==> config.mk <==
export PLATFORM = sky130hd
export DESIGN_NAME = control_unit
export DESIGN_NICKNAME = d
export VERILOG_FILES = /design/src/rtl/control_unit.sv
export SDC_FILE = /design/constraint.sdc
export NUM_CORES = 1
export LEC_CHECK = 0
export ABC_AREA = 1
export BUFFER_PORTS_ARGS = -buffer_cell sky130_fd_sc_hd__buf_2
export CAP_MARGIN = 20
export CORE_ASPECT_RATIO = 0.9
export CORE_UTILIZATION = 55
export CTS_CLUSTER_DIAMETER = 60
export DETAILED_ROUTE_END_ITERATION = 10
export PLACE_DENSITY = 0.8
export SYNTH_ARGS = -nofsm -noshare
export SYNTH_HDL_FRONTEND = slang
export SYNTH_SLANG_ARGS = --single-unit
==> constraint.sdc <==
create_clock -name clk -period 4.45 [get_ports clk]
set_clock_uncertainty 0.05 [all_clocks]
set_input_delay 1.1125 -clock clk [delete_from_list [all_inputs] [get_ports clk]]
set_output_delay 1.1125 -clock clk [all_outputs]
set_load 0.02 [all_outputs]
==> src/rtl/control_unit.sv <==
// rtl/control_unit.sv - multi-cycle instruction sequencer for an 8-bit-address accumulator datapath
//
// Sequences fetch / decode / execute for a datapath that holds AR, IR, PC, DR and AC
// registers and reads or writes a synchronous SRAM through AR.
//
// Ports:
//   clk       in   1   rising-edge clock
//   rst       in   1   asynchronous active-low reset
//   start     in   1   one-cycle pulse; starts execution at address 0x00 from IDLE or HALT
//   ir        in  16   datapath IR; opcode ir[15:12], operand address ir[7:0]
//   sel       out  3   bus source: 000 AR, 001 IR, 010 PC, 011 DR, 100 AC, 101 sram_dout, 111 none
//   load      out  6   one-hot destination: AR, IR, PC, DR, AC, SRAM write (bit 0..5); 0 = none
//   ar_out    out  8   registered address presented to the datapath AR input
//   busy      out  1   high in every state except IDLE and HALT
//   halted    out  1   high in HALT
//   illegal   out  1   sticky undefined-opcode flag, cleared by reset or start
//   instr_cnt out 16   retired-instruction counter, wraps
//
// MEM_WAIT (1..7) is the number of cycles between an ar_out change and valid
// sram_dout (or a settled write address).

module control_unit #(
  parameter int MEM_WAIT = 2
) (
  input  logic        clk,
  input  logic        rst,
  input  logic        start,
  input  logic [15:0] ir,
  output logic [2:0]  sel,
  output logic [5:0]  load,
  output logic [7:0]  ar_out,
  output logic        busy,
  output logic        halted,
  output logic        illegal,
  output logic [15:0] instr_cnt
);

  typedef enum logic [3:0] {
    S_IDLE,
    S_FETCH,
    S_FLOAD,
    S_DECODE,
    S_LDA_W,
    S_LDA,
    S_STA_W,
    S_STA,
    S_JMP,
    S_HALT
  } state_t;

  localparam logic [2:0] WLAST = 3'(MEM_WAIT - 1);

  localparam logic [2:0] SEL_AC   = 3'b100;
  localparam logic [2:0] SEL_SRAM = 3'b101;
  localparam logic [2:0] SEL_NONE = 3'b111;

  localparam logic [5:0] LD_IR   = 6'b000010;
  localparam logic [5:0] LD_PC   = 6'b000100;
  localparam logic [5:0] LD_AC   = 6'b010000;
  localparam logic [5:0] LD_SRAM = 6'b100000;
  localparam logic [5:0] LD_NONE = 6'b000000;

  state_t      state_q, state_d;
  logic [7:0]  pc_q, pc_d;
  logic [7:0]  ar_q, ar_d;
  logic [2:0]  wcnt_q, wcnt_d;
  logic        ill_q, ill_d;
  logic [15:0] cnt_q, cnt_d;
  logic [2:0]  sel_q, sel_d;
  logic [5:0]  load_q, load_d;
  logic        busy_q, busy_d;
  logic        halted_q, halted_d;

  // Only the opcode and operand address fields are meaningful to the sequencer.
  logic unused_ir_bits;
  assign unused_ir_bits = ^ir[11:8];

  always_comb begin
    state_d = state_q;
    pc_d    = pc_q;
    ar_d    = ar_q;
    wcnt_d  = wcnt_q;
    ill_d   = ill_q;
    cnt_d   = cnt_q;

    case (state_q)
      S_IDLE, S_HALT: begin
        if (start) begin
          state_d = S_FETCH;
          pc_d    = 8'h00;
          ar_d    = 8'h00;
          ill_d   = 1'b0;
          wcnt_d  = 3'd0;
        end
      end

      S_FETCH: begin
        wcnt_d = wcnt_q + 3'd1;
        if (wcnt_q == WLAST) begin
          state_d = S_FLOAD;
          wcnt_d  = 3'd0;
        end
      end

      S_FLOAD: begin
        pc_d    = pc_q + 8'd1;
        state_d = S_DECODE;
      end

      S_DECODE: begin
        cnt_d  = cnt_q + 16'd1;
        wcnt_d = 3'd0;
        case (ir[15:12])
          4'h0: begin
            state_d = S_FETCH;
            ar_d    = pc_q;
          end
          4'h1: begin
            state_d = S_LDA_W;
            ar_d    = ir[7:0];
          end
          4'h2: begin
            state_d = S_STA_W;
            ar_d    = ir[7:0];
          end
          4'h3: begin
            // Target goes onto ar_out during the JMP cycle itself, so that
            // cycle already counts as the first memory-wait cycle of the fetch.
            state_d = S_JMP;
            pc_d    = ir[7:0];
            ar_d    = ir[7:0];
          end
          4'hF: begin
            state_d = S_HALT;
          end
          default: begin
            state_d = S_FETCH;
            ar_d    = pc_q;
            ill_d   = 1'b1;
          end
        endcase
      end

      S_LDA_W, S_STA_W: begin
        wcnt_d = wcnt_q + 3'd1;
        if (wcnt_q == WLAST) begin
          state_d = (state_q == S_LDA_W) ? S_LDA : S_STA;
          wcnt_d  = 3'd0;
        end
      end

      S_LDA, S_STA: begin
        state_d = S_FETCH;
        ar_d    = pc_q;
        wcnt_d  = 3'd0;
      end

      S_JMP: begin
        if (MEM_WAIT == 1) begin
          state_d = S_FLOAD;
          wcnt_d  = 3'd0;
        end else begin
          state_d = S_FETCH;
          wcnt_d  = 3'd1;
        end
      end

      default: begin
        state_d = S_IDLE;
      end
    endcase
  end

  // Bus controls are decoded from the next state so they line up with the
  // state register.
  always_comb begin
    sel_d    = SEL_NONE;
    load_d   = LD_NONE;
    busy_d   = (state_d != S_IDLE) && (state_d != S_HALT);
    halted_d = (state_d == S_HALT);
    case (state_d)
      S_FLOAD: begin
        sel_d  = SEL_SRAM;
        load_d = LD_IR;
      end
      S_LDA: begin
        sel_d  = SEL_SRAM;
        load_d = LD_AC;
      end
      S_STA: begin
        sel_d  = SEL_AC;
        load_d = LD_SRAM;
      end
      S_JMP: begin
        sel_d  = SEL_SRAM;
        load_d = LD_PC;
      end
      default: begin
        sel_d  = SEL_NONE;
        load_d = LD_NONE;
      end
    endcase
  end

  always_ff @(posedge clk or negedge rst) begin
    if (!rst) begin
      state_q  <= S_IDLE;
      pc_q     <= 8'h00;
      ar_q     <= 8'h00;
      wcnt_q   <= 3'd0;
      ill_q    <= 1'b0;
      cnt_q    <= 16'h0000;
      sel_q    <= SEL_NONE;
      load_q   <= LD_NONE;
      busy_q   <= 1'b0;
      halted_q <= 1'b0;
    end else begin
      state_q  <= state_d;
      pc_q     <= pc_d;
      ar_q     <= ar_d;
      wcnt_q   <= wcnt_d;
      ill_q    <= ill_d;
      cnt_q    <= cnt_d;
      sel_q    <= sel_d;
      load_q   <= load_d;
      busy_q   <= busy_d;
      halted_q <= halted_d;
    end
  end

  assign sel       = sel_q;
  assign load      = load_q;
  assign ar_out    = ar_q;
  assign busy      = busy_q;
  assign halted    = halted_q;
  assign illegal   = ill_q;
  assign instr_cnt = cnt_q;

endmodule

==> results.cfg, run 1 <==
[status]
outcome = finished clean

[sta]
maxSlewHeadroom_pct = 58.0
finalCritPeriodShare_pct = 49.5
fmaxAchievable_ghz = 0.454
tns_ns = 0
slew_viol_final = 0
setup_ws_ns = 2.25
whs_ns = 0.457
min_period_ns = 2.20
finalSetupViolCount = 0
rsz0062_at_grt = false
hold_violations = 0
worstMarginPinSlew_ns = 0.627

[placement]
numPlacedInstances = 474
io_buffers = 47
place_ws_ns = 1.95
gp_congestion = 0.902
place_area_mm2 = 0.00307
hpwl_mm = 4.54

[detailed_routing]
dr_total_vias = 2495
routed_wl_mm = 6.13
drc = 0
wl_per_cell_um = 12.7
drtIter0Drc = 190
dr.pass1.iters = 4
avgViaCountPerCell = 5.17
ant_nets = 0

[clock_network]
h-tree-depth = 2
post_cts_buffers = 0
cts_max_path_buffers = 2
cts_resized = 0
clk_latency_ns = 0.30
cts_made_buffers = 5
cts-root-buf = clkbuf_8
postCtsHoldBufs = 0
cts.sinks = 48
cts_tree = done
clk_pin_slew_ns = 0.09

[synth]
synth_common_cells = nand2_1 (112), dfrtp_1 (46), inv_1 (40)
syn_inst = 368
synthDominantAreaCellType = dfrtp_1
yosysTopAreaCellShare_pct = 41.0
synth_area_leaders = dfrtp_1 (41%), nand2_1 (15%), inv_1 (5.3%)
synth-seq-cells = 48
synthFlopType = dfrtp_1
synth_cell_types = 36
yosys_warnings = 0
yosysSeqAreaShare_pct = 42.9
synth.most_common_cell = nand2_1
syn_area_mm2 = 0.00281
async_flop_share_pct = 100
synth-edff-count = 0
avgSynthCellArea_um2 = 7.63

[grt]
grtUsageTotal_pct = 24.0
first_global_vias = 2216
grt_pass1_wl_mm = 10.2
grt_max_degree = 49
antenna_found_initial = 0
grt_overflow = 0

[floorplanning]
io_pins = 55
start_util_pct = 57.7
fp.dieH_um = 69.8
rows = 24
die_x_um = 77.3
die_area_mm2 = 0.00540
core_mm2 = 0.00486

[pwr]
report.power.total_mw = 1.63
p_leak_nw = 1.71
irDropWorstVdd_mv = 0.294
power_density_mw_per_mm2 = 511

[worst_setup_path]
cp.required_ns = 4.64
cp_max_fo = 7
critPathKind = input pin to flip-flop
critPathLaunchType = input pin
crit_arrival_ns = 2.39
endpoint_kind = flip-flop

[finish]
design_area_mm2 = 0.00319
fin_util_pct = 65.5
final_nets = 438
syn_to_final_growth_pct = 13.5
fin_cells = 483
drive_above_1_share_pct = 22.0
diodes = 0

[hold_path]
min_path_type = flip-flop to flip-flop

[run]
max_cap_violations = 0
[worst max-delay path, stage by stage]
cell	delay [ns]
buf_2	0.11
inv_1	0.05
nand2_1	0.07
nor2_1	0.49
nand2_1	0.20
o22ai_1	0.22
nand2_1	0.07
nand2_1	0.07
[registers in the layout, summed over array words and instances, names as in the netlist]
name and cells:
sel 2, halted 1, state_q 4, wcnt_q 3
busy 1, illegal 1, ar_out 8, pc_q 8
load 4, instr_cnt 16
[cells in the final DEF, fill, tap and decap left out, drive strengths merged, types with 3 or more instances in the layout]
cell,n
xnor2,4
nand4,4
buf,48
nand3,32
a21oi,3
xor2,9
conb,3
clkbuf,7
inv,46
nor2,40
nor3,8
o22ai,4
o21ai,33
dfrtp,46
nand2,119
[cell families (layout without fill, tap and decap cells)]
logic type,count (synthesis),in the layout,synth area share [%]
AO/OA/AOI/OAI,45,45,9.89
XOR/XNOR,13,13,4.32
adder cells (fa/ha/maj),2,2,0.891
buffers and inverters,54,103,8.20
flip-flops,48,48,42.9
other,2,3,0.267
AND/OR/NAND/NOR,204,204,33.6
[final timing paths]
| check | startpoint | slack [ns] | cells past startpoint | end |
|---|---|---|---|---|
| hold reg to reg | illegal$_DFFE_PN0P_ | 0.46 | 1 | illegal$_DFFE_PN0P_ |
| setup reg to reg | state_q[3]$_DFF_PN0_ | 2.48 | 8 | pc_q[6]$_DFFE_PN0P_ |
| max in group asynchronous | rst | 3.14 | 2 | sel[1]$_DFF_PN1_ |
| hold / removal | illegal$_DFFE_PN0P_ | 0.46 | 1 | illegal$_DFFE_PN0P_ |
| min in group asynchronous | rst | 0.65 | 1 | wcnt_q[1]$_DFFE_PN0P_ |
| setup / recovery | ir[14] | 2.25 | 8 | ar_out[4]$_DFFE_PN0P_ |
[where the power goes]
group	switching [mW]	total [mW]	internal, mW	leakage [nW]
combinational	0.496	0.708	0.212	1.03
sequential	0.108	0.647	0.539	0.643
clock	0.149	0.276	0.127	0.0445
[metal layers]
metal  part of all wire [%]  global-route usage [%]
met5                      0                       0
met2                     44                    36.8
met1                     48                    34.7
met4                    1.2                    6.92
met3                    6.4                    4.47
[final cells by class]
class                           count  area, µm²
Fill cell                         430       1680
Multi-Input combinational cell    267       1380
Timing Repair Buffer               48        255
Tap cell                           65       81.3
Inverter                           47        176
Clock inverter                      1       7.51
Sequential cell                    48       1200
Clock buffer                        7       86.3
No activity file was read; power rests on OpenSTA's default activity.
==> inputs of run 2 (changes only) <==
--- a/config.mk
+++ b/config.mk
@@ -9,10 +9,10 @@
 export BUFFER_PORTS_ARGS = -buffer_cell sky130_fd_sc_hd__buf_2
 export CAP_MARGIN = 20
 export CORE_ASPECT_RATIO = 0.9
-export CORE_UTILIZATION = 55
+export CORE_UTILIZATION = 50
 export CTS_CLUSTER_DIAMETER = 60
 export DETAILED_ROUTE_END_ITERATION = 10
-export PLACE_DENSITY = 0.8
+export PLACE_DENSITY = 0.76
 export SYNTH_ARGS = -nofsm -noshare
 export SYNTH_HDL_FRONTEND = slang
 export SYNTH_SLANG_ARGS = --single-unit
==> constraint.sdc (replaced) <==
create_clock -name clk -period 1.9 [get_ports clk]
set_clock_uncertainty 0.05 [all_clocks]
set_input_delay 0.475 -clock clk [delete_from_list [all_inputs] [get_ports clk]]
set_output_delay 0.475 -clock clk [all_outputs]
set_load 0.02 [all_outputs]
==> run 2 against run 1 <==
  * Count of clock-buffer cells in the layout unchanged
  * Setup slack got worse by 2.1 ns
  * Power increased by 130%
  * Combinational power increased by 140%
  * Register-to-register slack got worse by 2.3 ns
  * Flip-flop and latch count unchanged
  * Final area increased by 0.78%
  * First-iteration DRC count decreased by 15%
  * Sequential share of layout area decreased by 0.29 points
  * Sequential power increased by 130%
==> results.cfg, run 2 (synthesis results as in run 1) <==
[pwr]
combPwrFrac_pct = 44.1
p_leak_nw = 1.73
switching_share_pct = 45.8
p_switching_mw = 1.76
irDropWorstVdd_mv = 0.771
internal-power_mw = 2.08
pwr-share-seq_pct = 39.3
clkPwrFrac_pct = 16.7
power_density_mw_per_mm2 = 1190

[floorplanning]
die_area_mm2 = 0.00592
die_x_um = 81.0
io_pins = 55
fp.dieH_um = 73.1
start_util_pct = 52.8
core_mm2 = 0.00532
rows = 25

[detailed_routing]
dr_total_vias = 2507
drtIter0Drc = 162
dr.pass1.iters = 4
routed_wl_mm = 6.00
ant_nets = 0
wl_per_cell_um = 12.3
drc = 0
avgViaCountPerCell = 5.14

[clock_network]
h-tree-depth = 2
cts_max_path_buffers = 2
clk_latency_ns = 0.30
cts_made_buffers = 5
clk_pin_slew_ns = 0.09
postCtsHoldBufs = 0
cts-root-buf = clkbuf_8
cts_resized = 0
post_cts_buffers = 0
cts_tree = done
cts.sinks = 48

[hold_path]
min_path_type = input pin to async pin

[finish]
largest_reg_flops = 16
diodes = 0
final_nets = 441
syn_to_final_growth_pct = 14.4
final_common_cell = nand2_1
drive_above_1_share_pct = 22.6
final_cell_mix = nand2_1 (112), buf_2 (47), dfrtp_1 (46)

[worst_setup_path]
path_depth = 9
timing.rr.end = pc_q[0]$_DFFE_PN0P_
path_buf_inv = 3
critPathKind = flip-flop to flip-flop
r2r-start = state_q[0]$_DFF_PN0_
reg2reg_depth = 9
path_delay_family = simple AND/OR/NAND/NOR gates
crit_arrival_ns = 1.91
critPathLaunchType = flip-flop
critPathMaxStageDelay_ns = 0.46
crit_top_cell = nand2_1
path_cells = nand2_1 -> clkinv_1 -> nand2_4 -> inv_2 -> nand2_1 -> nand3_2 -> inv_2 -> nand2_1 -> o21ai_2
cp_slowest_cell = dfrtp_1
endpoint_kind = flip-flop
cp_max_fo = 16
cp.required_ns = 2.09
reg2reg_slack_ns = 0.18

[sta]
whs_ns = 0.0893
hold_violations = 0
rsz0062_at_grt = false
slew_viol_final = 0
fmaxAchievable_ghz = 0.581
finalCritPeriodShare_pct = 90.6
tns_ns = 0
min_period_ns = 1.72
finalSetupViolCount = 0

[grt]
grtUsageTotal_pct = 21.6
grt_overflow = 0
grt_pass1_wl_mm = 9.74
grt_max_degree = 49
first_global_vias = 2166
antenna_found_initial = 0

[placement]
gp_congestion = 0.879
io_buffers = 47
hpwl_mm = 4.58

[run]
max_cap_violations = 0

[status]
outcome = finished clean
-- run 2: cell count changes in the layout (fill, tap and decap cells not counted) --
cell,change
buf_4,+3
-- run 2: metal layers --
layer	GRT usage, %	wire [µm]	vias up
li1	-	-	1267
met1	30.6	2980	1160
met2	32.8	2570	70
met3	4.00	361	10
met4	7.94	78	0
met5	0	0	-
-- run 2: power groups by stage --
stage / logic, mW / clock network (mW) / registers [mW]
global placement: 1.65 / 0 / 1.51
CTS: 1.69 / 0.646 / 1.50
global route: 1.88 / 0.687 / 1.54
detailed placement: 1.69 / 0 / 1.52
floorplan: 1.15 / 0 / 1.63
finish: 1.69 / 0.638 / 1.50
-- run 2: how the worst max path moves through the flow --
stage                             startpoint                  endpoint  slack (ns)
floorplan           instr_cnt[2]$_DFFE_PN0P_  instr_cnt[9]$_DFFE_PN0P_        0.39
global placement                      ir[15]            busy$_DFF_PN0_        0.20
detailed placement                    ir[15]            busy$_DFF_PN0_        0.19
CTS                     state_q[0]$_DFF_PN0_       pc_q[0]$_DFFE_PN0P_        0.19
global route            state_q[0]$_DFF_PN0_       pc_q[0]$_DFFE_PN0P_        0.03
finish                  state_q[0]$_DFF_PN0_       pc_q[0]$_DFFE_PN0P_        0.18
-- run 2: metrics by stage --
step                worst slack (ns)  area (µm²)  power (mW)  cells  util [%]
floorplan                      0.393        2810        2.79    369         -
global placement               0.197        3120        3.16    480      58.7
detailed placement             0.186        3120        3.21    480      58.7
CTS                            0.188        3210        3.84    488      60.4
global route                  0.0292        3210        4.11    488      60.4
finish                         0.178        3210        3.83    488      60.4
-- run 2: cell type report --
cell class | count | area, µm²
Fill cell | 496 | 2100
Multi-Input combinational cell | 267 | 1380
Sequential cell | 48 | 1200
Timing Repair Buffer | 51 | 278
Inverter | 47 | 176
Clock buffer | 7 | 86.3
Tap cell | 67 | 83.8
Clock inverter | 1 | 7.51
==> inputs of run 3 (changes only) <==
--- a/config.mk
+++ b/config.mk
@@ -13,6 +13,7 @@
 export CTS_CLUSTER_DIAMETER = 60
 export DETAILED_ROUTE_END_ITERATION = 10
 export PLACE_DENSITY = 0.76
+export REMOVE_ABC_BUFFERS = 1
 export SYNTH_ARGS = -nofsm -noshare
 export SYNTH_HDL_FRONTEND = slang
 export SYNTH_SLANG_ARGS = --single-unit
==> run 3 against run 2 <==
  * Die area unchanged
  * Hold slack worse by 0.015 ns
  * Setup slack worse by 0.027 ns
  * Register-to-register slack worse by 0.03 ns
  * Final cell count up 0.82%
==> results.cfg, run 3 (synthesis results as in run 1) <==
[status]
outcome = finished clean

[detailed_routing]
dr_total_vias = 2520
drtIter0Drc = 168
wl_per_cell_um = 13.3
ant_nets = 0
drc = 0
routed_wl_mm = 6.55
dr.pass1.iters = 4
avgViaCountPerCell = 5.12

[finish]
final_cell_mix = nand2_1 (112), buf_2 (47), dfrtp_1 (46)
drive_above_1_share_pct = 23.5
syn_to_final_growth_pct = 16.3
final_common_cell = nand2_1
diodes = 0
fin_cells = 492
seqCellArea_mm2 = 0.00120
final_nets = 445
multi_input_area_mm2 = 0.00138
fillCellCount = 513
largest_reg_flops = 16

[grt]
grt_max_degree = 49
antenna_found_initial = 0
grtUsageTotal_pct = 24.5
first_global_vias = 2488
grt_overflow = 0
grt_pass1_wl_mm = 11.0

[sta]
tns_ns = 0
setup_ws_ns = 0.151
finalCritPeriodShare_pct = 92.1
hold_violations = 0
slew_viol_final = 0
fmaxAchievable_ghz = 0.572
finalSetupViolCount = 0
min_period_ns = 1.75
rsz0062_at_grt = false

[clock_network]
cts-root-buf = clkbuf_8
cts.sinks = 48
clk_pin_slew_ns = 0.10
cts_max_path_buffers = 2
postCtsHoldBufs = 0
cts_tree = done
post_cts_buffers = 0
h-tree-depth = 2
cts_made_buffers = 5
cts_resized = 0
clk_latency_ns = 0.32

[pwr]
power_density_mw_per_mm2 = 1240
irDropWorstVdd_mv = 0.537
p_leak_nw = 1.76

[placement]
io_buffers = 47
place_ws_ns = 0.173
gp_congestion = 0.880
hpwl_mm = 4.90
numPlacedInstances = 484

[worst_setup_path]
crit_top_cell = nor2_4
reg2reg_depth = 8
critPathMaxStageDelay_ns = 0.45
cp_slowest_cell = dfrtp_1
path_cells = nor2_2 -> nand2_4 -> buf_4 -> nor2_4 -> nand3_2 -> nor2_4 -> nand2_2 -> xnor2_2
r2r-start = state_q[2]$_DFF_PN0_
reg2reg_slack_ns = 0.15
cp_max_fo = 11
critPathLaunchType = flip-flop
cp.required_ns = 2.05
critPathKind = flip-flop to flip-flop
crit_arrival_ns = 1.89
timing.rr.end = instr_cnt[8]$_DFFE_PN0P_
endpoint_kind = flip-flop

[floorplanning]
die_area_mm2 = 0.00592
io_pins = 55
die_x_um = 81.0
core_mm2 = 0.00532
fp.dieH_um = 73.1
rows = 25
start_util_pct = 52.8

[run]
max_cap_violations = 0

[hold_path]
min_path_type = input pin to async pin
-- run 3: cell types whose count changed in the layout (fill, tap and decap cells not counted), sizes merged --
cell,previous run,this run
buf,51,55
clkbuf,7,5
clkinv,1,3
bufinv,0,1
clkinvlp,1,0
-- run 3: how the worst max path moves through the flow --
stage | from | to | slack [ns]
floorplan | state_q[3]$_DFF_PN0_ | pc_q[5]$_DFFE_PN0P_ | 0.28
global placement | state_q[0]$_DFF_PN0_ | pc_q[1]$_DFFE_PN0P_ | 0.24
detailed placement | state_q[2]$_DFF_PN0_ | instr_cnt[8]$_DFFE_PN0P_ | 0.17
CTS | state_q[2]$_DFF_PN0_ | instr_cnt[8]$_DFFE_PN0P_ | 0.14
global route | state_q[0]$_DFF_PN0_ | pc_q[1]$_DFFE_PN0P_ | 0.05
finish | state_q[2]$_DFF_PN0_ | instr_cnt[8]$_DFFE_PN0P_ | 0.15
-- run 3: through the flow --
step           utilization (%)  instance area [µm²]  hold WS [ns]  total power [mW]
2_1_floorplan                -                 2760         0.129              2.72
3_3_place_gp              59.2                 3150         0.420              3.22
3_5_place_dp              59.2                 3150         0.432              3.28
4_1_cts                   61.4                 3270        0.0894              4.06
5_1_grt                   61.4                 3270        0.0954              4.34
6_report                  61.4                 3270        0.0747              4.06
-- run 3: final cells by class --
type | count | area share [%]
inverter | 47 | 5.40
clock inverter | 3 | 1.46
multi-input combinational | 267 | 42.2
timing repair buffer | 55 | 9.43
sequential | 48 | 36.9
clock buffer | 5 | 2.11
tap | 67 | 2.57
-- run 3: critical path: cells and delay by family (launching register included) --
| kind | cells | cell delay [ns] |
|---|---|---|
| xor+xnor | 1 | 0.14 |
| flops | 1 | 0.45 |
| simple gates | 6 | 0.78 |
| buf+inv | 1 | 0.20 |
-- run 3: routing by layer --
metal	vias up	GRT usage [%]	wire length, µm
li1	1279	-	-
met1	1149	30.7	2950
met2	80	41.5	3100
met3	12	4.63	383
met4	0	9.92	119
met5	-	0	0
-- run 3: power breakdown --
part	total, mW	switching (mW)	internal (mW)
logic	1.77	1.21	0.558
clock network	0.776	0.379	0.397
registers	1.51	0.246	1.26
